<file path="src/rtl/leaf_out_stream_arbiter_pkg.sv">
`default_nettype none
// ============================================================================
//  Module      : leaf_pkt_pkg
//  Description : Shared packet layout helpers and port codes for the leaf
//                outbound stream arbiter.
//  Revision    : 1.0  initial release
// ============================================================================
package leaf_pkt_pkg;

  // Destination-port codes of control packets arriving from the BFT
  localparam int unsigned CFG_PORT    = 0;
  localparam int unsigned CREDIT_PORT = 1;

  // Width of a user-port index (at least one bit even for a single port)
  function automatic int idx_bits(input int num_ports);
    return (num_ports <= 1) ? 1 : $clog2(num_ports);
  endfunction

  // Width needed to hold 0..init_credits inclusive
  function automatic int credit_bits(input int init_credits);
    return $clog2(init_credits + 1);
  endfunction

  // Packet layout, MSB->LSB: {valid, leaf, port, addr, payload}
  function automatic int packet_bits(input int lb, input int pb, input int ab, input int db);
    return 1 + lb + pb + ab + db;
  endfunction

  function automatic int addr_lsb(input int db);
    return db;
  endfunction

  function automatic int port_lsb(input int ab, input int db);
    return ab + db;
  endfunction

  function automatic int leaf_lsb(input int pb, input int ab, input int db);
    return pb + ab + db;
  endfunction

  function automatic int valid_pos(input int lb, input int pb, input int ab, input int db);
    return lb + pb + ab + db;
  endfunction

endpackage
`default_nettype wire

</file>
<file path="src/rtl/leaf_out_stream_arbiter_if.sv">
`default_nettype none
// ============================================================================
//  Module      : leaf_out_stream_arbiter_if
//  Description : BFT-side and user-side signal bundle of the outbound leaf
//                arbiter. slave = arbiter, master = its environment.
//  Revision    : 1.0  initial release
// ============================================================================
interface leaf_out_stream_arbiter_if
  import leaf_pkt_pkg::*;
#(
  parameter int PAYLOAD_BITS  = 32,
  parameter int NUM_LEAF_BITS = 3,
  parameter int NUM_PORT_BITS = 4,
  parameter int NUM_ADDR_BITS = 9,
  parameter int NUM_OUT_PORTS = 4
);
  localparam int PACKET_BITS = packet_bits(NUM_LEAF_BITS, NUM_PORT_BITS, NUM_ADDR_BITS, PAYLOAD_BITS);

  logic [PACKET_BITS-1:0]                din_leaf_bft2interface;
  logic [PACKET_BITS-1:0]                dout_leaf_interface2bft;
  logic                                  resend;
  logic [PAYLOAD_BITS*NUM_OUT_PORTS-1:0] din_leaf_user2interface;
  logic [NUM_OUT_PORTS-1:0]              vld_user2interface;
  logic [NUM_OUT_PORTS-1:0]              ack_interface2user;

  modport slave (
    input  din_leaf_bft2interface,
    input  resend,
    input  din_leaf_user2interface,
    input  vld_user2interface,
    output dout_leaf_interface2bft,
    output ack_interface2user
  );

  modport master (
    output din_leaf_bft2interface,
    output resend,
    output din_leaf_user2interface,
    output vld_user2interface,
    input  dout_leaf_interface2bft,
    input  ack_interface2user
  );
endinterface
`default_nettype wire

</file>
<file path="src/rtl/leaf_out_stream_arbiter_fifo.sv">
`default_nettype none
// ============================================================================
//  Module      : leaf_out_fifo
//  Description : Small synchronous FIFO with registered occupancy; full and
//                empty are decoded from the occupancy register only.
//  Revision    : 1.0  initial release
// ============================================================================
module leaf_out_fifo #(
  parameter int WIDTH = 32,
  parameter int DEPTH = 4
) (
  input  wire logic             clk,
  input  wire logic             reset,
  input  wire logic             push_i,
  input  wire logic [WIDTH-1:0] data_i,
  input  wire logic             pop_i,
  output logic      [WIDTH-1:0] data_o,
  output logic                  full_o,
  output logic                  empty_o
);
  localparam int PTR_BITS = $clog2(DEPTH);

  logic [WIDTH-1:0]    mem_q [DEPTH];
  logic [PTR_BITS-1:0] wr_ptr_q;
  logic [PTR_BITS-1:0] rd_ptr_q;
  logic [PTR_BITS:0]   count_q;
  logic                do_push;
  logic                do_pop;

  assign full_o  = (count_q == (PTR_BITS+1)'(DEPTH));
  assign empty_o = (count_q == '0);
  assign do_push = push_i & ~full_o;
  assign do_pop  = pop_i & ~empty_o;
  assign data_o  = mem_q[rd_ptr_q];

  // Storage array: written on accepted push, no reset needed
  always_ff @(posedge clk) begin
    if (do_push) mem_q[wr_ptr_q] <= data_i;
  end

  // Pointers and occupancy; depth is a power of two so pointers wrap naturally
  always_ff @(posedge clk or negedge reset) begin
    if (!reset) begin
      wr_ptr_q <= '0;
      rd_ptr_q <= '0;
      count_q  <= '0;
    end else begin
      if (do_push) wr_ptr_q <= wr_ptr_q + 1'b1;
      if (do_pop)  rd_ptr_q <= rd_ptr_q + 1'b1;
      case ({do_push, do_pop})
        2'b10:   count_q <= count_q + 1'b1;
        2'b01:   count_q <= count_q - 1'b1;
        default: count_q <= count_q;
      endcase
    end
  end
endmodule
`default_nettype wire

</file>
<file path="src/rtl/leaf_out_stream_arbiter.sv">
`default_nettype none
// ============================================================================
//  Module      : leaf_out_stream_arbiter
//  Description : Merges NUM_OUT_PORTS user streams onto one BFT output with
//                per-port destination config, credit flow control,
//                round-robin arbitration and BFT-requested resend.
//  Revision    : 1.0  initial release
// ============================================================================
module leaf_out_stream_arbiter
  import leaf_pkt_pkg::*;
#(
  parameter int PAYLOAD_BITS  = 32,
  parameter int NUM_LEAF_BITS = 3,
  parameter int NUM_PORT_BITS = 4,
  parameter int NUM_ADDR_BITS = 9,
  parameter int NUM_OUT_PORTS = 4,
  parameter int FIFO_DEPTH    = 4,
  parameter int INIT_CREDITS  = 64
) (
  input  wire logic                  clk,
  input  wire logic                  reset,
  leaf_out_stream_arbiter_if.slave   bus
);
  localparam int PACKET_BITS  = packet_bits(NUM_LEAF_BITS, NUM_PORT_BITS, NUM_ADDR_BITS, PAYLOAD_BITS);
  localparam int IDX_BITS     = idx_bits(NUM_OUT_PORTS);
  localparam int CREDIT_BITS  = credit_bits(INIT_CREDITS);
  localparam int ROUTE_BITS   = NUM_LEAF_BITS + NUM_PORT_BITS;
  localparam int VALID_POS    = valid_pos(NUM_LEAF_BITS, NUM_PORT_BITS, NUM_ADDR_BITS, PAYLOAD_BITS);
  localparam int PORT_LSB     = port_lsb(NUM_ADDR_BITS, PAYLOAD_BITS);
  // The index field takes every payload bit above the low fields, so an index
  // that does not fit IDX_BITS is still recognised as out of range.
  localparam int CFG_IDX_BITS = PAYLOAD_BITS - ROUTE_BITS;
  localparam int CRD_IDX_BITS = PAYLOAD_BITS - CREDIT_BITS;

  // Control packet decode
  logic                     ctrl_vld;
  logic [NUM_PORT_BITS-1:0] ctrl_port;
  logic [CFG_IDX_BITS-1:0]  cfg_idx;
  logic [NUM_LEAF_BITS-1:0] cfg_leaf;
  logic [NUM_PORT_BITS-1:0] cfg_port;
  logic [CRD_IDX_BITS-1:0]  crd_idx;
  logic [CREDIT_BITS-1:0]   crd_inc;

  assign ctrl_vld  = bus.din_leaf_bft2interface[VALID_POS];
  assign ctrl_port = bus.din_leaf_bft2interface[PORT_LSB +: NUM_PORT_BITS];
  assign cfg_idx   = bus.din_leaf_bft2interface[PAYLOAD_BITS-1:ROUTE_BITS];
  assign cfg_leaf  = bus.din_leaf_bft2interface[NUM_PORT_BITS +: NUM_LEAF_BITS];
  assign cfg_port  = bus.din_leaf_bft2interface[NUM_PORT_BITS-1:0];
  assign crd_idx   = bus.din_leaf_bft2interface[PAYLOAD_BITS-1:CREDIT_BITS];
  assign crd_inc   = bus.din_leaf_bft2interface[CREDIT_BITS-1:0];

  // Per-port state
  logic [NUM_LEAF_BITS-1:0] dest_leaf_q [NUM_OUT_PORTS];
  logic [NUM_PORT_BITS-1:0] dest_port_q [NUM_OUT_PORTS];
  logic [NUM_ADDR_BITS-1:0] seq_q       [NUM_OUT_PORTS];
  logic [NUM_ADDR_BITS-1:0] seq_d       [NUM_OUT_PORTS];
  logic [CREDIT_BITS-1:0]   credits_q   [NUM_OUT_PORTS];
  logic [CREDIT_BITS-1:0]   credits_d   [NUM_OUT_PORTS];
  logic [NUM_OUT_PORTS-1:0] cfg_q;
  logic [NUM_OUT_PORTS-1:0] cfg_hit;
  logic [NUM_OUT_PORTS-1:0] crd_hit;

  logic [PAYLOAD_BITS-1:0]  head [NUM_OUT_PORTS];
  logic [NUM_OUT_PORTS-1:0] full;
  logic [NUM_OUT_PORTS-1:0] empty;
  logic [NUM_OUT_PORTS-1:0] ack;
  logic [NUM_OUT_PORTS-1:0] elig;
  logic [NUM_OUT_PORTS-1:0] pop;

  logic [IDX_BITS-1:0]      rr_q;
  logic [IDX_BITS-1:0]      grant_idx;
  logic                     grant_vld;
  logic [PACKET_BITS-1:0]   dout_q;

  // Ack uses the registered full flag; gated by reset so it drops immediately
  assign ack                    = bus.vld_user2interface & ~full & {NUM_OUT_PORTS{reset}};
  assign bus.ack_interface2user = ack;
  assign bus.dout_leaf_interface2bft = dout_q;

  for (genvar gi = 0; gi < NUM_OUT_PORTS; gi++) begin : g_port
    leaf_out_fifo #(
      .WIDTH (PAYLOAD_BITS),
      .DEPTH (FIFO_DEPTH)
    ) u_fifo (
      .clk     (clk),
      .reset   (reset),
      .push_i  (ack[gi]),
      .data_i  (bus.din_leaf_user2interface[gi*PAYLOAD_BITS +: PAYLOAD_BITS]),
      .pop_i   (pop[gi]),
      .data_o  (head[gi]),
      .full_o  (full[gi]),
      .empty_o (empty[gi])
    );
  end

  // Round-robin search for the first eligible port starting at the RR pointer
  always_comb begin
    int                  cand;
    logic [IDX_BITS-1:0] cand_idx;
    grant_vld = 1'b0;
    grant_idx = '0;
    cand      = 0;
    cand_idx  = '0;
    for (int i = 0; i < NUM_OUT_PORTS; i++) begin
      elig[i] = ~empty[i] & cfg_q[i] & (credits_q[i] != '0);
    end
    for (int k = 0; k < NUM_OUT_PORTS; k++) begin
      cand     = (int'(rr_q) + k) % NUM_OUT_PORTS;
      cand_idx = IDX_BITS'(cand);
      if (!grant_vld && elig[cand_idx]) begin
        grant_vld = 1'b1;
        grant_idx = cand_idx;
      end
    end
    for (int i = 0; i < NUM_OUT_PORTS; i++) begin
      pop[i] = grant_vld & ~bus.resend & (grant_idx == IDX_BITS'(i));
    end
  end

  // Next credit/sequence values: net credit change saturates, config reloads
  always_comb begin
    int sum;
    sum = 0;
    for (int i = 0; i < NUM_OUT_PORTS; i++) begin
      cfg_hit[i] = ctrl_vld && (ctrl_port == NUM_PORT_BITS'(CFG_PORT))
                   && (cfg_idx == CFG_IDX_BITS'(i));
      crd_hit[i] = ctrl_vld && (ctrl_port == NUM_PORT_BITS'(CREDIT_PORT))
                   && (crd_idx == CRD_IDX_BITS'(i));
      sum = int'(credits_q[i]) + (crd_hit[i] ? int'(crd_inc) : 0) - (pop[i] ? 1 : 0);
      if (sum > INIT_CREDITS) sum = INIT_CREDITS;
      credits_d[i] = CREDIT_BITS'(sum);
      seq_d[i]     = seq_q[i] + NUM_ADDR_BITS'(pop[i]);
      if (cfg_hit[i]) begin
        credits_d[i] = CREDIT_BITS'(INIT_CREDITS);
        seq_d[i]     = '0;
      end
    end
  end

  // Per-port destination, configured flag, credit and sequence registers
  always_ff @(posedge clk or negedge reset) begin
    if (!reset) begin
      cfg_q <= '0;
      for (int i = 0; i < NUM_OUT_PORTS; i++) begin
        dest_leaf_q[i] <= '0;
        dest_port_q[i] <= '0;
        seq_q[i]       <= '0;
        credits_q[i]   <= '0;
      end
    end else begin
      for (int i = 0; i < NUM_OUT_PORTS; i++) begin
        credits_q[i] <= credits_d[i];
        seq_q[i]     <= seq_d[i];
        if (cfg_hit[i]) begin
          cfg_q[i]       <= 1'b1;
          dest_leaf_q[i] <= cfg_leaf;
          dest_port_q[i] <= cfg_port;
        end
      end
    end
  end

  // Output register and RR pointer; resend freezes both
  always_ff @(posedge clk or negedge reset) begin
    if (!reset) begin
      dout_q <= '0;
      rr_q   <= '0;
    end else if (!bus.resend) begin
      if (grant_vld) begin
        dout_q <= {1'b1, dest_leaf_q[grant_idx], dest_port_q[grant_idx],
                   seq_q[grant_idx], head[grant_idx]};
        rr_q   <= (grant_idx == IDX_BITS'(NUM_OUT_PORTS-1)) ? '0 : grant_idx + 1'b1;
      end else begin
        dout_q <= '0;
      end
    end
  end
endmodule
`default_nettype wire

</file>
<file path="src/flat_wrapper.sv">
// flat-port wrapper written by rule: the top's interface ports become plain ports
module leaf_out_stream_arbiter_flat import leaf_pkt_pkg::*;
#(
  parameter int PAYLOAD_BITS  = 32,
  parameter int NUM_LEAF_BITS = 3,
  parameter int NUM_PORT_BITS = 4,
  parameter int NUM_ADDR_BITS = 9,
  parameter int NUM_OUT_PORTS = 4,
  parameter int FIFO_DEPTH    = 4,
  parameter int INIT_CREDITS  = 64
)
  (clk, reset, bus_din_leaf_bft2interface, bus_resend, bus_din_leaf_user2interface, bus_vld_user2interface, bus_dout_leaf_interface2bft, bus_ack_interface2user);
  leaf_out_stream_arbiter_if #(.PAYLOAD_BITS(PAYLOAD_BITS), .NUM_LEAF_BITS(NUM_LEAF_BITS), .NUM_PORT_BITS(NUM_PORT_BITS), .NUM_ADDR_BITS(NUM_ADDR_BITS), .NUM_OUT_PORTS(NUM_OUT_PORTS)) bus_i ();
  input  wire logic clk;
  input  wire logic reset;
  input wire logic [$bits(bus_i.din_leaf_bft2interface)-1:0] bus_din_leaf_bft2interface;
  input wire logic [$bits(bus_i.resend)-1:0] bus_resend;
  input wire logic [$bits(bus_i.din_leaf_user2interface)-1:0] bus_din_leaf_user2interface;
  input wire logic [$bits(bus_i.vld_user2interface)-1:0] bus_vld_user2interface;
  output wire logic [$bits(bus_i.dout_leaf_interface2bft)-1:0] bus_dout_leaf_interface2bft;
  output wire logic [$bits(bus_i.ack_interface2user)-1:0] bus_ack_interface2user;
  assign bus_i.din_leaf_bft2interface = bus_din_leaf_bft2interface;
  assign bus_i.resend = bus_resend;
  assign bus_i.din_leaf_user2interface = bus_din_leaf_user2interface;
  assign bus_i.vld_user2interface = bus_vld_user2interface;
  assign bus_dout_leaf_interface2bft = bus_i.dout_leaf_interface2bft;
  assign bus_ack_interface2user = bus_i.ack_interface2user;
  leaf_out_stream_arbiter #(.PAYLOAD_BITS(PAYLOAD_BITS), .NUM_LEAF_BITS(NUM_LEAF_BITS), .NUM_PORT_BITS(NUM_PORT_BITS), .NUM_ADDR_BITS(NUM_ADDR_BITS), .NUM_OUT_PORTS(NUM_OUT_PORTS), .FIFO_DEPTH(FIFO_DEPTH), .INIT_CREDITS(INIT_CREDITS)) u_core (.clk(clk), .reset(reset), .bus(bus_i));
endmodule
</file>
<file path="config.mk">
export PLATFORM = sky130hd
export DESIGN_NAME = leaf_out_stream_arbiter_flat
export DESIGN_NICKNAME = d
export VERILOG_FILES = /design/src/rtl/leaf_out_stream_arbiter_pkg.sv /design/src/rtl/leaf_out_stream_arbiter_if.sv /design/src/rtl/leaf_out_stream_arbiter_fifo.sv /design/src/rtl/leaf_out_stream_arbiter.sv /design/src/flat_wrapper.sv
export SDC_FILE = /design/constraint.sdc
export NUM_CORES = 1
export LEC_CHECK = 0
export ABC_AREA = 1
export BUFFER_PORTS_ARGS = -buffer_cell sky130_fd_sc_hd__buf_2
export CORE_UTILIZATION = 55
export CTS_BUF_LIST = sky130_fd_sc_hd__clkbuf_8
export CTS_CLUSTER_DIAMETER = 100
export DETAILED_ROUTE_END_ITERATION = 8
export GPL_TIMING_DRIVEN = 0
export MAX_ROUTING_LAYER = met4
export PLACE_DENSITY = 0.74
export SYNTH_ARGS = -nofsm -noshare
export SYNTH_HDL_FRONTEND = slang
export SYNTH_SLANG_ARGS = --single-unit
export TNS_END_PERCENT = 5
</file>
<file path="constraint.sdc">
create_clock -name clk -period 11.77 [get_ports clk]
set_clock_uncertainty 0.05 [all_clocks]
set_input_delay 1.177 -clock clk [delete_from_list [all_inputs] [get_ports clk]]
set_output_delay 1.177 -clock clk [all_outputs]
set_load 0.005 [all_outputs]
</file>
==> Yosys cells after proc, flatten, opt, wreduce, memory -nomap -nowiden <==
Memory sizes are Yosys's and may differ from the RTL's.
Index checks and enable logic that the tools add are counted.
{ "word_totals": {"n_memories": 4, "ram_bits": 512, "out_inout_bits": 53, "rom_bits": 0, "regBits": 175, "latchBits": 0} }
{ "memory_table": {"columns": ["name", "words", "width", "rd", "rd_clocked_by_memory_dff", "wr", "line", "source"], "rows": [
  ["u_core.g_port[0].u_fifo.mem_q", 4, 32, 1, 0, 1, "leaf_out_stream_arbiter_fifo.sv:23", "logic [WIDTH-1:0] mem_q [DEPTH];"],
  ["u_core.g_port[1].u_fifo.mem_q", 4, 32, 1, 0, 1, "leaf_out_stream_arbiter_fifo.sv:23", null],
  ["u_core.g_port[2].u_fifo.mem_q", 4, 32, 1, 0, 1, "leaf_out_stream_arbiter_fifo.sv:23", null],
  ["u_core.g_port[3].u_fifo.mem_q", 4, 32, 1, 0, 1, "leaf_out_stream_arbiter_fifo.sv:23", null]
]} }
{ "classes": {"n_lt_le_gt_ge": 9, "multipliers": 0, "addsub": 32, "n_div": 0, "bitwise": 34, "n_mux": 62, "eq_ne": 19, "n_reduce_logical": 32, "shift": 0} }
{ "op_table": {"columns": ["operator", "count"], "rows": [
  ["$add 8x32->32", 4],
  ["$gt 32x8->1 const B", 4],
  ["$sub 32x2->32", 4],
  ["$mux 7", 12],
  ["$bmux 32 s2", 1],
  ["$mux 32", 2],
  ["$mux 9", 6],
  ["$eq 25x2->1 const B", 2],
  ["$mux 49", 1],
  ["$add 9x1->9", 4],
  ["$reduce_bool 7->1", 4],
  ["$eq 25x1->1 const B", 1],
  ["$logic_not 25->1", 1],
  ["$pmux 3 s2", 4],
  ["$and 1x1->1", 21],
  ["$add 2x1->2 const B", 10],
  ["$mux 1", 20],
  ["$bmux 9 s2", 1],
  ["$logic_and 1x1->1", 13],
  ["$add 3x1->3 const B", 4],
  ["$eq 2x2->1 const B", 6],
  ["$eq 3x3->1 const B", 4],
  ["$logic_not 3->1", 4],
  ["$lt 2x3->1 const B", 4],
  ["other kinds (20)", 51]
]} }

==> Logic depth before layout (Yosys ltp) <==
Gate-level depths: netlist of run 1.
{ "logic_depth": {"word_depth": 23, "mapped_depth": 34, "depth_no_buf": 33} }

==> By module <==
From an unflattened synthesis of run 1, not the netlist that was laid out.
{ "unflattened": {"cells_unflattened": 3145, "area_unflattened_um2": 32179.6} }
{ "modules_own_cells": {"columns": ["module", "cells_each", "area_per_inst_um2", "n_inst", "seq_area_each_um2"], "rows": [
  ["leaf_out_fifo (u_core.g_port[0].u_fifo ...)", 435, 5572.8, 3, 4018.9],
  ["leaf_out_stream_arbiter", 1405, 9914.5, 1, 3678.5],
  ["leaf_out_fifo (u_core.g_port[2].u_fifo)", 435, 5546.6, 1, 4018.9]
]} }

==> Least setup slack after synthesis of run 1 <==
OpenSTA, ideal clock, no wires.
{ "synth_path": {"path_type": "input to register", "start": "input port bus_din_leaf_bft2interface[26]", "end": "register u_core.credits_q[27] (netlist name)", "path_buffers": 0, "path_stages": 20, "path_slack_ns": 7.291, "required_time_ns": 11.593, "arrival_ns": 4.302, "cell_sequence": "nor4_1 -> nand2_1 -> nor4_2 -> nand2_1 -> nor2_1 -> nand2_1 -> inv_1 -> nand2_1 -> ha_1 -> fa_1 -> inv_1 -> nand2_1 -> o21ai_0 -> xor2_1 -> nor3_1 -> nand2_1 -> nand2_1 -> a31o_2 -> nand2_1 -> or2_2"} }
{ "synth_lines": {"columns": ["element", "line", "source"], "rows": [
  ["from (decl)", "flat_wrapper.sv:16", "input wire logic [$bits(bus_i.din_leaf_bft2interface)-1:0] bus_din_leaf_bft2interface;"],
  ["to (signal, indexed assignment)", "leaf_out_stream_arbiter.sv:152", "credits_q[i] <= credits_d[i];"],
  ["to (decl)", "leaf_out_stream_arbiter.sv:57", "logic [CREDIT_BITS-1:0] credits_q [NUM_OUT_PORTS];"]
]} }

==> results.cfg, run 1 <==
[clock_network]
cts_setup_buffers = 0
cts.sink_count = 687
clockRootBuffer = clkbuf_8
clockBufferDepth = 3
cts_resized = 0
clk_latency_ps = 740
tritoncts = yes
cts_buffers = 105
clk_pin_slew_worst_paths_ps = 70
cts_hold_buf = 0
h-tree-depth = 3

[floorplan]
die_x_um = 237.6
rows = 85
core_um2 = 54350
initial_core_util_pct = 56.15
io_pins = 237
dieArea_um2 = 56430
fp.dieH_um = 237.6

[power_and_ir_drop]
p_switching_mw = 4.421
p_leak_nw = 14.32
ir_drop_mv = 0.1675
comb_power_share_pct = 47.4
clockPowerShare_pct = 20.0
p_int_mw = 5.539
swShare_pct = 44.39
power_density_nw_per_um2 = 282.5
p_seq_share_pct = 32.6

[yosys]
synth_top_area_share_pct = 50.38
synth_area_um2 = 30520
synth_fp_nets = 3109
ys_types = 39
synth_area_per_cell_um2 = 10.79
yosys_warnings = 0
synth-async-reset-ratio_pct = 25.47
yosysSeqAreaShare_pct = 64.73
yosys.area.top_type = edfxtp_1
synth_area_leaders = edfxtp_1 50%, dfrtp_1 14%, o21ai_0 5.2%
synth_edf_count = 512
syn_inst = 2828
synth_seq_cells = 687
ys.flop_type = edfxtp_1

[global_route]
grt_pass1_wl_mm = 127.3
grt_max_degree = 116
grt_pass1_vias = 22401
grtUsageTotal_pct = 30.77
antenna_found_initial = 14
grt.overflow.total = 0

[setup_path]
worst_setup_path_end_kind = register
rr_worst_depth = 28
cp_max_fo = 11
start_kind = register
crit_top_cell = nand2_1
r2r_start = u_core.credits_q[15]
r2r_end = u_core.credits_q[27]
reg2reg_slack_ps = 6090
cpMaxStageDelayCell = fa_1
cpPeakStageDelay_ps = 420
worst-setup-path-type = reg2reg
critical_path_arrival_ps = 6260
required_ps = 12340

[placed_design]
routabilityCongestion = 0.9272
dp_hpwl_mm = 59.43
port_buffers = 223

[drt]
routed_wl_mm = 83.49
drt-pass1-iter-count = 6
drt-initial-drc-count = 2563
dr_total_vias = 23135
avgViaCountPerCell = 5.762
drc = 0
wl_per_cell_um = 20.79
antenna_left = 0

[flow_run]
cap_viol_max_count = 0

[sta]
timing.final.crit_share_pct = 48.28
drv_slew = 0
hold_viol = 0
fin_crit_ps = 5682
setup_tns_ps = 0
holdWs_ps = 353.3
worst_pin_slew_ps = 793.4
setup_violations = 0
rsz0062_at_grt = false
max_freq_mhz = 176.0
slew_headroom_pct = 46.96

[layout]
final_common_cell = edfxtp_1
ff_latch_area_um2 = 19750
multi_input_area_um2 = 9198
fillerInstances = 4130
finalNetCount = 3456
syn_to_final_growth_pct = 15.52
drive_above_1_share_pct = 14.29
layout_common_cells = 512 x edfxtp_1, 372 x nand2_1, 336 x nor2_1

[hold_path]
holdCritPathClass = in2async

[run_status]
status = finished, final reports clean
-- how the worst max path moves through the flow --
stage,slack [ps],from,to,cells after the start
after global routing,5700,u_core.credits_q[15],u_core.credits_q[27],28
after global placement,2860,reset,u_core.g_port[3].u_fifo.mem_q[3][2],3
final,6090,u_core.credits_q[15],u_core.credits_q[27],28
after detailed placement,6180,u_core.credits_q[20],u_core.credits_q[27],28
after CTS,6160,u_core.credits_q[18],u_core.credits_q[27],28
after floorplan,7290,bus_din_leaf_bft2interface[26],u_core.credits_q[27],20
-- power groups by stage --
stage	registers (mW)	clock network (mW)	logic (mW)
global placement	3.28	0	4.42
detailed placement	3.28	0	4.62
floorplan	3.23	0	2.95
finish	3.25	1.99	4.72
CTS	3.24	2.00	4.65
global route	3.28	2.12	5.16
-- registers in the layout (all words and copies together), names as in the netlist --
name                                cells
u_core.g_port.u_fifo.wr_ptr_q           8
u_core.bus.dout_leaf_interface2bft     49
u_core.credits_q                       28
u_core.rr_q                             2
u_core.g_port.u_fifo.mem_q            512
u_core.dest_leaf_q                     12
u_core.g_port.u_fifo.rd_ptr_q           8
u_core.dest_port_q                     16
u_core.seq_q                           36
u_core.g_port.u_fifo.count_q           12
u_core.cfg_q                            4
-- logic make-up (layout without fill, tap and decap cells) --
| group | count (synthesis) | count (layout) | synth area share (%) |
|---|---|---|---|
| buffers and inverters | 422 | 856 | 5.523 |
| and+or+nand+nor | 1096 | 1096 | 15.73 |
| other | 0 | 14 | 0 |
| adders and majority gates | 97 | 97 | 4.174 |
| DFF | 687 | 687 | 64.73 |
| AOI/OAI and AO/OA | 485 | 485 | 8.602 |
| xor gates and xnor gates | 41 | 41 | 1.238 |
-- cells in the mapped netlist (4+ instances only) --
cell type  number
edfxtp_1      512
nand2_1       372
nor2_1        352
o21ai_0       316
inv_1         260
nand3_1       217
dfrtp_1       175
o22ai_1       128
nand4_1       104
clkbuf_1       91
ha_1           89
xor2_1         29
a21oi_1        28
buf_2          27
buf_1          24
nor3_1         12
nand3b_1       11
xnor2_1        11
buf_4          10
fa_1            8
nor4_1          7
inv_2           6
o21bai_1        6
or2_2           6
buf_6           4
nand2_2         4
nor2_2          4
-- worst max-delay path: cells and delay by family (launching register included) --
family                   cells  cell delay [ps]
XOR/XNOR                     1              140
flip-flops                   1              360
adder cells (fa/ha/maj)      4             1110
AND/OR/NAND/NOR             15             2770
buffers and inverters        6              650
AO/OA/AOI/OAI                2              480
-- through the flow --
stage	setup slack (ps)	area (µm²)	utilization, %	power [mW]	cells
2_1_floorplan	7291	30520	-	6.177	2828
3_3_place_gp	2857	32560	59.91	7.703	3790
3_5_place_dp	6176	33110	60.93	7.899	3807
4_1_cts	6156	35220	64.80	9.892	4001
5_1_grt	5699	35250	64.87	10.55	4015
6_report	6088	35250	64.87	9.960	4015
-- per-layer routing --
layer  part of all wire (%)  track usage [%]
met1                     39            40.59
met2                     47            46.52
met3                    9.6            6.039
met4                    4.0            13.82
met5                      0                -
-- final cells by class --
class | instances | area share (%)
flip-flops and latches | 687 | 56.03
multi-input cells | 1719 | 26.09
clock buffers | 114 | 4.451
repair buffers | 240 | 4.394
inverters | 266 | 2.832
well taps | 739 | 2.623
plain buffers | 156 | 1.948
clock inverters | 80 | 1.530
diodes | 14 | 0.09938
No activity file was read; power rests on OpenSTA's default activity.
==> inputs of run 2 (changes only) <==
==> constraint.sdc (replaced) <==
create_clock -name clk -period 5.9 [get_ports clk]
set_clock_uncertainty 0.05 [all_clocks]
set_input_delay 0.59 -clock clk [delete_from_list [all_inputs] [get_ports clk]]
set_output_delay 0.59 -clock clk [all_outputs]
set_load 0.005 [all_outputs]
==> run 2 against run 1 <==
Non-clock buffer count rose by 21. Register-to-register slack got worse by 5600 ps. Sequential power rose by 99%. Critical endpoint unchanged. Critical path depth did not move. Clock-buffer cell count did not move. Worst setup slack got worse by 5600 ps. Clock power rose by 99%. First-iteration DRC count fell by 0.62%. Cell count rose by 0.47%. Highest routed layer unchanged.
==> results.cfg, run 2 (synthesized netlist as in run 1, its figures left out) <==
[run_status]
status = finished, final reports clean

[layout]
layout_common_cells = 512 x edfxtp_1, 372 x nand2_1, 334 x nor2_1
largest_reg_flops = 512
fillerInstances = 4109
syn_to_final_growth_pct = 16.21
final_common_cell = edfxtp_1
finalNetCount = 3477
finish.utilization_pct = 65.26
drive_above_1_share_pct = 14.26
regMostFlops = u_core.g_port.u_fifo.mem_q

[hold_path]
holdCritPathClass = in2reg

[drt]
avgViaCountPerCell = 5.751
drc = 0
wl_per_cell_um = 20.73
routed_wl_mm = 83.64
dr_total_vias = 23201
antenna_left = 0
drt-initial-drc-count = 2547
drt-pass1-iter-count = 6

[sta]
drv_slew = 0
hold_viol = 0
max_freq_mhz = 185.9
timing.final.crit_share_pct = 91.18
worst_pin_slew_ps = 779.3
slew_headroom_pct = 47.90
setup_violations = 0
rsz0062_at_grt = false
fin_crit_ps = 5379

[clock_network]
cts_buffers = 105
clk_latency_ps = 720
cts.sink_count = 687
h-tree-depth = 3
tritoncts = yes
clockRootBuffer = clkbuf_8
clk_pin_slew_worst_paths_ps = 70
clockBufferDepth = 3

[setup_path]
critical_path_arrival_ps = 5940
cpPeakStageDelay_ps = 420
worst_setup_path_end_kind = register
worst-setup-path-type = reg2reg
cpMaxStageDelayCell = fa_1
crit_top_cell = nand2_1
required_ps = 6460
cp_max_fo = 11
start_kind = register

[floorplan]
dieArea_um2 = 56430
core_um2 = 54350
fp.dieH_um = 237.6
initial_core_util_pct = 56.15
rows = 85
io_pins = 237
die_x_um = 237.6

[power_and_ir_drop]
p_switching_mw = 8.836
p_leak_nw = 14.41
swShare_pct = 44.41
clockPowerShare_pct = 20.0
ir_drop_mv = 0.3369
power_density_nw_per_um2 = 561.1
total_power_mw = 19.90
p_seq_share_pct = 32.6
p_int_mw = 11.06
comb_power_share_pct = 47.5

[global_route]
grt_pass1_wl_mm = 127.6
grt_pass1_vias = 22522
antenna_found_initial = 11
grtUsageTotal_pct = 30.81
grt.overflow.total = 0
grt_max_degree = 116

[placed_design]
dp_hpwl_mm = 59.43
routabilityCongestion = 0.9272
port_buffers = 223

[flow_run]
cap_viol_max_count = 0
run 2: metal layers:
layer  up-vias  wire length, µm  track usage, %
met4         0             3261           13.61
met2      1126            39200           46.73
li1      10639                -               -
met1     11268            33450           40.73
met5         -                0               -
met3       168             7722           5.853
run 2: worst paths after layout:
| check | start | to | slack, ps | cells past startpoint |
|---|---|---|---|---|
| worst min-delay path | bus_din_leaf_user2interface[83] | u_core.g_port[2].u_fifo.mem_q[1][19] | 30 | 1 |
| worst min register to register | u_core.cfg_q[2] | u_core.cfg_q[2] | 400 | 2 |
| max in group asynchronous | reset | u_core.g_port[1].u_fifo.count_q[2] | 4480 | 3 |
| worst max-delay path | u_core.credits_q[15] | u_core.credits_q[27] | 520 | 28 |
| min in group asynchronous | reset | u_core.credits_q[10] | 360 | 2 |
| worst max register to register | u_core.credits_q[15] | u_core.credits_q[27] | 520 | 28 |
run 2: final cells by class:
| class | instances | area (µm²) | share of cell area [%] |
|---|---|---|---|
| diodes | 12 | 30.03 | 0.08467 |
| plain buffers | 156 | 686.9 | 1.937 |
| clock buffers | 114 | 1569 | 4.424 |
| clock inverters | 80 | 539.3 | 1.521 |
| inverters | 266 | 998.5 | 2.815 |
| multi-input cells | 1719 | 9203 | 25.95 |
| flip-flops and latches | 687 | 19750 | 55.70 |
| well taps | 739 | 924.6 | 2.607 |
| repair buffers | 261 | 1759 | 4.960 |
run 2: per-stage QoR:
step | hold WS (ps) | TNS, ps | cell area, µm² | setup slack [ps] | cells
after CTS | 0.5243 | 0 | 35430 | 285.5 | 4022
after floorplan | 244.4 | 0 | 30520 | 1678 | 2828
final | 33.89 | 0 | 35460 | 520.6 | 4034
after detailed placement | 389.9 | 0 | 33110 | 306.3 | 3807
after global routing | 23.05 | 0 | 35460 | 22.66 | 4033
after global placement | 390.9 | -1024070 | 32560 | -2426 | 3790
run 2: critical path, delay by kind of cell, from the launching register on:
family | cells | cell delay (ps)
compound gates | 2 | 380
xor+xnor | 1 | 130
fa+ha+maj | 4 | 1070
buf+inv | 6 | 650
flops | 1 | 360
simple gates | 15 | 2610
run 2: repair_timing:
| action | in CTS | in global routing |
|---|---|---|
| gates resized for setup | 0 | 3 |
| setup endpoints to repair | 0 | 8 |
| hold endpoints to repair | 129 | 0 |
| buffers inserted | 0 | 0 |
| hold buffers | 21 | 0 |
run 2: power by group through the flow:
stage                     logic (mW)  clock network, mW  registers (mW)
final                           9.44               3.97            6.48
after global routing            10.3               4.22            6.54
after CTS                       9.29               3.99            6.47
after detailed placement        9.21                  0            6.55
after global placement          8.82                  0            6.55
after floorplan                 5.89                  0            6.43
==> inputs of run 3 (changes only) <==
--- a/config.mk
+++ b/config.mk
@@ -5,7 +5,6 @@
 export SDC_FILE = /design/constraint.sdc
 export NUM_CORES = 1
 export LEC_CHECK = 0
-export ABC_AREA = 1
 export BUFFER_PORTS_ARGS = -buffer_cell sky130_fd_sc_hd__buf_2
 export CORE_UTILIZATION = 55
 export CTS_BUF_LIST = sky130_fd_sc_hd__clkbuf_8
==> run 3 against run 2 <==
Sequential share of layout area increased by 1.8 points. Total power fell by 46%. Utilization increased by 0.070 points. Register-to-register slack got worse by 280 ps. First-iteration DRC count fell by 49%. Worst setup slack got worse by 280 ps. Cell count down 27%. Clock power is 3% lower. Routed wire length fell by 21%. Synthesized cell count fell by 39%. Area after synthesis shrank 4.3%. Critical endpoint is now u_core.credits_q[24].
==> results.cfg, run 3 <==
[sta]
setup_violations = 0
worst_pin_slew_ps = 1015
drv_slew = 0
setup_ws_ps = 242.0
max_freq_mhz = 176.7
hold_viol = 0
slew_headroom_pct = 32.19
timing.final.crit_share_pct = 95.90
fin_crit_ps = 5658
holdWs_ps = 57.09

[floorplan]
core_um2 = 52550
initial_core_util_pct = 55.59
io_pins = 237
die_x_um = 232.5
rows = 84
dieArea_um2 = 54040
fp.dieH_um = 232.5

[layout]
ff_latch_area_um2 = 19750
finish.utilization_pct = 65.33
finalNetCount = 2439
stdcell_area_um2 = 34330
largest_reg_flops = 512
stdcell_count = 2951
regMostFlops = u_core.g_port.u_fifo.mem_q
multi_input_area_um2 = 8710
layout_common_cells = 512 x edfxtp_1, 234 x buf_2, 175 x dfrtp_1
syn_to_final_growth_pct = 17.52
drive_above_1_share_pct = 26.49
fillerInstances = 3566
final_common_cell = edfxtp_1

[setup_path]
worst_setup_path_end_kind = register
r2r_start = u_core.g_port[1].u_fifo.count_q[0]
crit_path_start = u_core.g_port[1].u_fifo.count_q[0]
cp_max_fo = 10
start_kind = register
required_ps = 6440
worst-setup-path-type = reg2reg
critical_path_arrival_ps = 6200

[yosys]
syn_inst = 1732
synth_edf_count = 512
synth.top_cells.by_count = 512 x edfxtp_1, 175 x dfrtp_1, 138 x mux4_2
yosysSeqAreaShare_pct = 67.62
synth_area_leaders = edfxtp_1 53%, dfrtp_1 15%, mux4_2 11%
synth-async-reset-ratio_pct = 25.47
synth_area_per_cell_um2 = 16.87
synth_area_um2 = 29210
synth_seq_cells = 687
synth_top_area_share_pct = 52.63
yosys.area.top_type = edfxtp_1
yosys_warnings = 0
ys.flop_type = edfxtp_1
synth_most_common_cell = edfxtp_1
ys_types = 66
synth_fp_nets = 2013

[drt]
routed_wl_mm = 65.94
drc = 0
antenna_left = 0
drt-initial-drc-count = 1307
wl_per_cell_um = 22.34
drt-pass1-iter-count = 5
dr_total_vias = 16639
avgViaCountPerCell = 5.638

[placed_design]
place_inst = 2648
post_dp_cell_area_um2 = 31330
dp_hpwl_mm = 44.62
routabilityCongestion = 0.8738
port_buffers = 223
pre_cts_ws_ps = 24.57

[run_status]
status = finished, final reports clean

[power_and_ir_drop]
p_seq_share_pct = 54.2
p_leak_nw = 13.27
power_density_nw_per_um2 = 312.7
ir_drop_mv = 0.2665
clockPowerShare_pct = 36.0
comb_power_share_pct = 9.8
p_switching_mw = 2.683
p_int_mw = 8.053
swShare_pct = 24.99

[global_route]
grt_pass1_wl_mm = 99.82
antenna_found_initial = 12
grtUsageTotal_pct = 25.65
grt.overflow.total = 0
grt_max_degree = 100
grt_pass1_vias = 17276

[clock_network]
cts.sink_count = 687
h-tree-depth = 3
cts_buffers = 109
clockRootBuffer = clkbuf_8
clk_latency_ps = 700
clk_pin_slew_worst_paths_ps = 70
tritoncts = yes
clockBufferDepth = 3

[hold_path]
min-delay-start = bus_din_leaf_user2interface[126]
holdCritPathClass = in2reg

[flow_run]
cap_viol_max_count = 0
[run 3: changes by cell type in the layout (fill, tap and decap cells not counted), sizes merged, moves of 97 or more]
cell,previous run,this run
nor2,356,58
nand2,376,98
mux4,0,144
o22ai,128,0
nand4,105,8
nand3,219,21
inv,310,171
o21ai,316,28
[run 3: cell type report]
cell class / count / share of cell area [%]
Clock inverter: 87 / 1.469
Sequential cell: 687 / 57.54
Buffer: 66 / 0.8565
Clock buffer: 116 / 4.651
Timing Repair Buffer: 315 / 6.101
Inverter: 128 / 1.407
Multi-Input combinational cell: 851 / 25.37
Tap cell: 688 / 2.508
Antenna cell: 13 / 0.09476
[run 3: repair_timing]
action / 4_1_cts / 5_1_grt
setup buffers: 0 / 3
endpoints found under the hold margin: 382 / 0
hold buffers: 83 / 0
gates resized for setup: 0 / 5
pin swaps: 1 / 1
cloned: 0 / 0
endpoints found under the setup margin: 1 / 23
[run 3: kinds of logic after synthesis]
family	after synthesis	synth area share [%]
flip-flops	687	67.62
AND/OR/NAND/NOR	302	5.131
multiplexers	238	14.53
buffers and inverters	194	2.660
AO/OA/AOI/OAI	151	3.808
adder cells (fa/ha/maj)	97	4.360
XOR/XNOR	63	1.889
[run 3: metal layers]
layer | vias up | global-route usage (%) | wire length [µm]
li1 | 7537 | - | -
met1 | 8543 | 31.20 | 26070
met2 | 467 | 42.70 | 34270
met3 | 92 | 6.667 | 4285
met4 | 0 | 6.699 | 1317
met5 | - | - | 0
[run 3: final timing paths]
path	endpoint	slack, ps	cells after the start
setup / recovery	u_core.credits_q[24]	240	20
hold / removal	u_core.g_port[3].u_fifo.mem_q[3][30]	60	1
setup reg to reg	u_core.credits_q[24]	240	20
hold reg to reg	u_core.cfg_q[2]	430	1
max in group asynchronous	u_core.g_port[3].u_fifo.count_q[2]	4420	3
min in group asynchronous	u_core.dest_leaf_q[1]	420	2
[run 3: critical path: stages, from the launching register on]
cell and delay (ps):
dfrtp_1 390, or3_1 220, o211ai_1 120, buf_4 170
buf_4 140, a41oi_1 520, clkbuf_1 510, buf_1 570
and2_1 320, ha_1 260, inv_1 60, ha_1 170
inv_1 60, fa_1 400, nor2b_1 120, o21ai_0 110
a21boi_1 350, o32a_1 230, o21ai_0 160, o311a_1 450
and2_1 190
[run 3: through the flow]
stage               setup TNS (ps)  power, mW
global placement           -278210      6.831
detailed placement               0      6.927
global route                -135.6      11.14
finish                           0      10.74
CTS                              0      10.79
floorplan                        0      6.473
[run 3: power groups by stage]
stage	Sequential [mW]	Combinational, mW	Clock, mW
floorplan	5.87	0.603	0
global placement	5.90	0.935	0
detailed placement	5.92	1.01	0
CTS	5.82	1.06	3.91
global route	5.85	1.14	4.14
finish	5.82	1.05	3.86
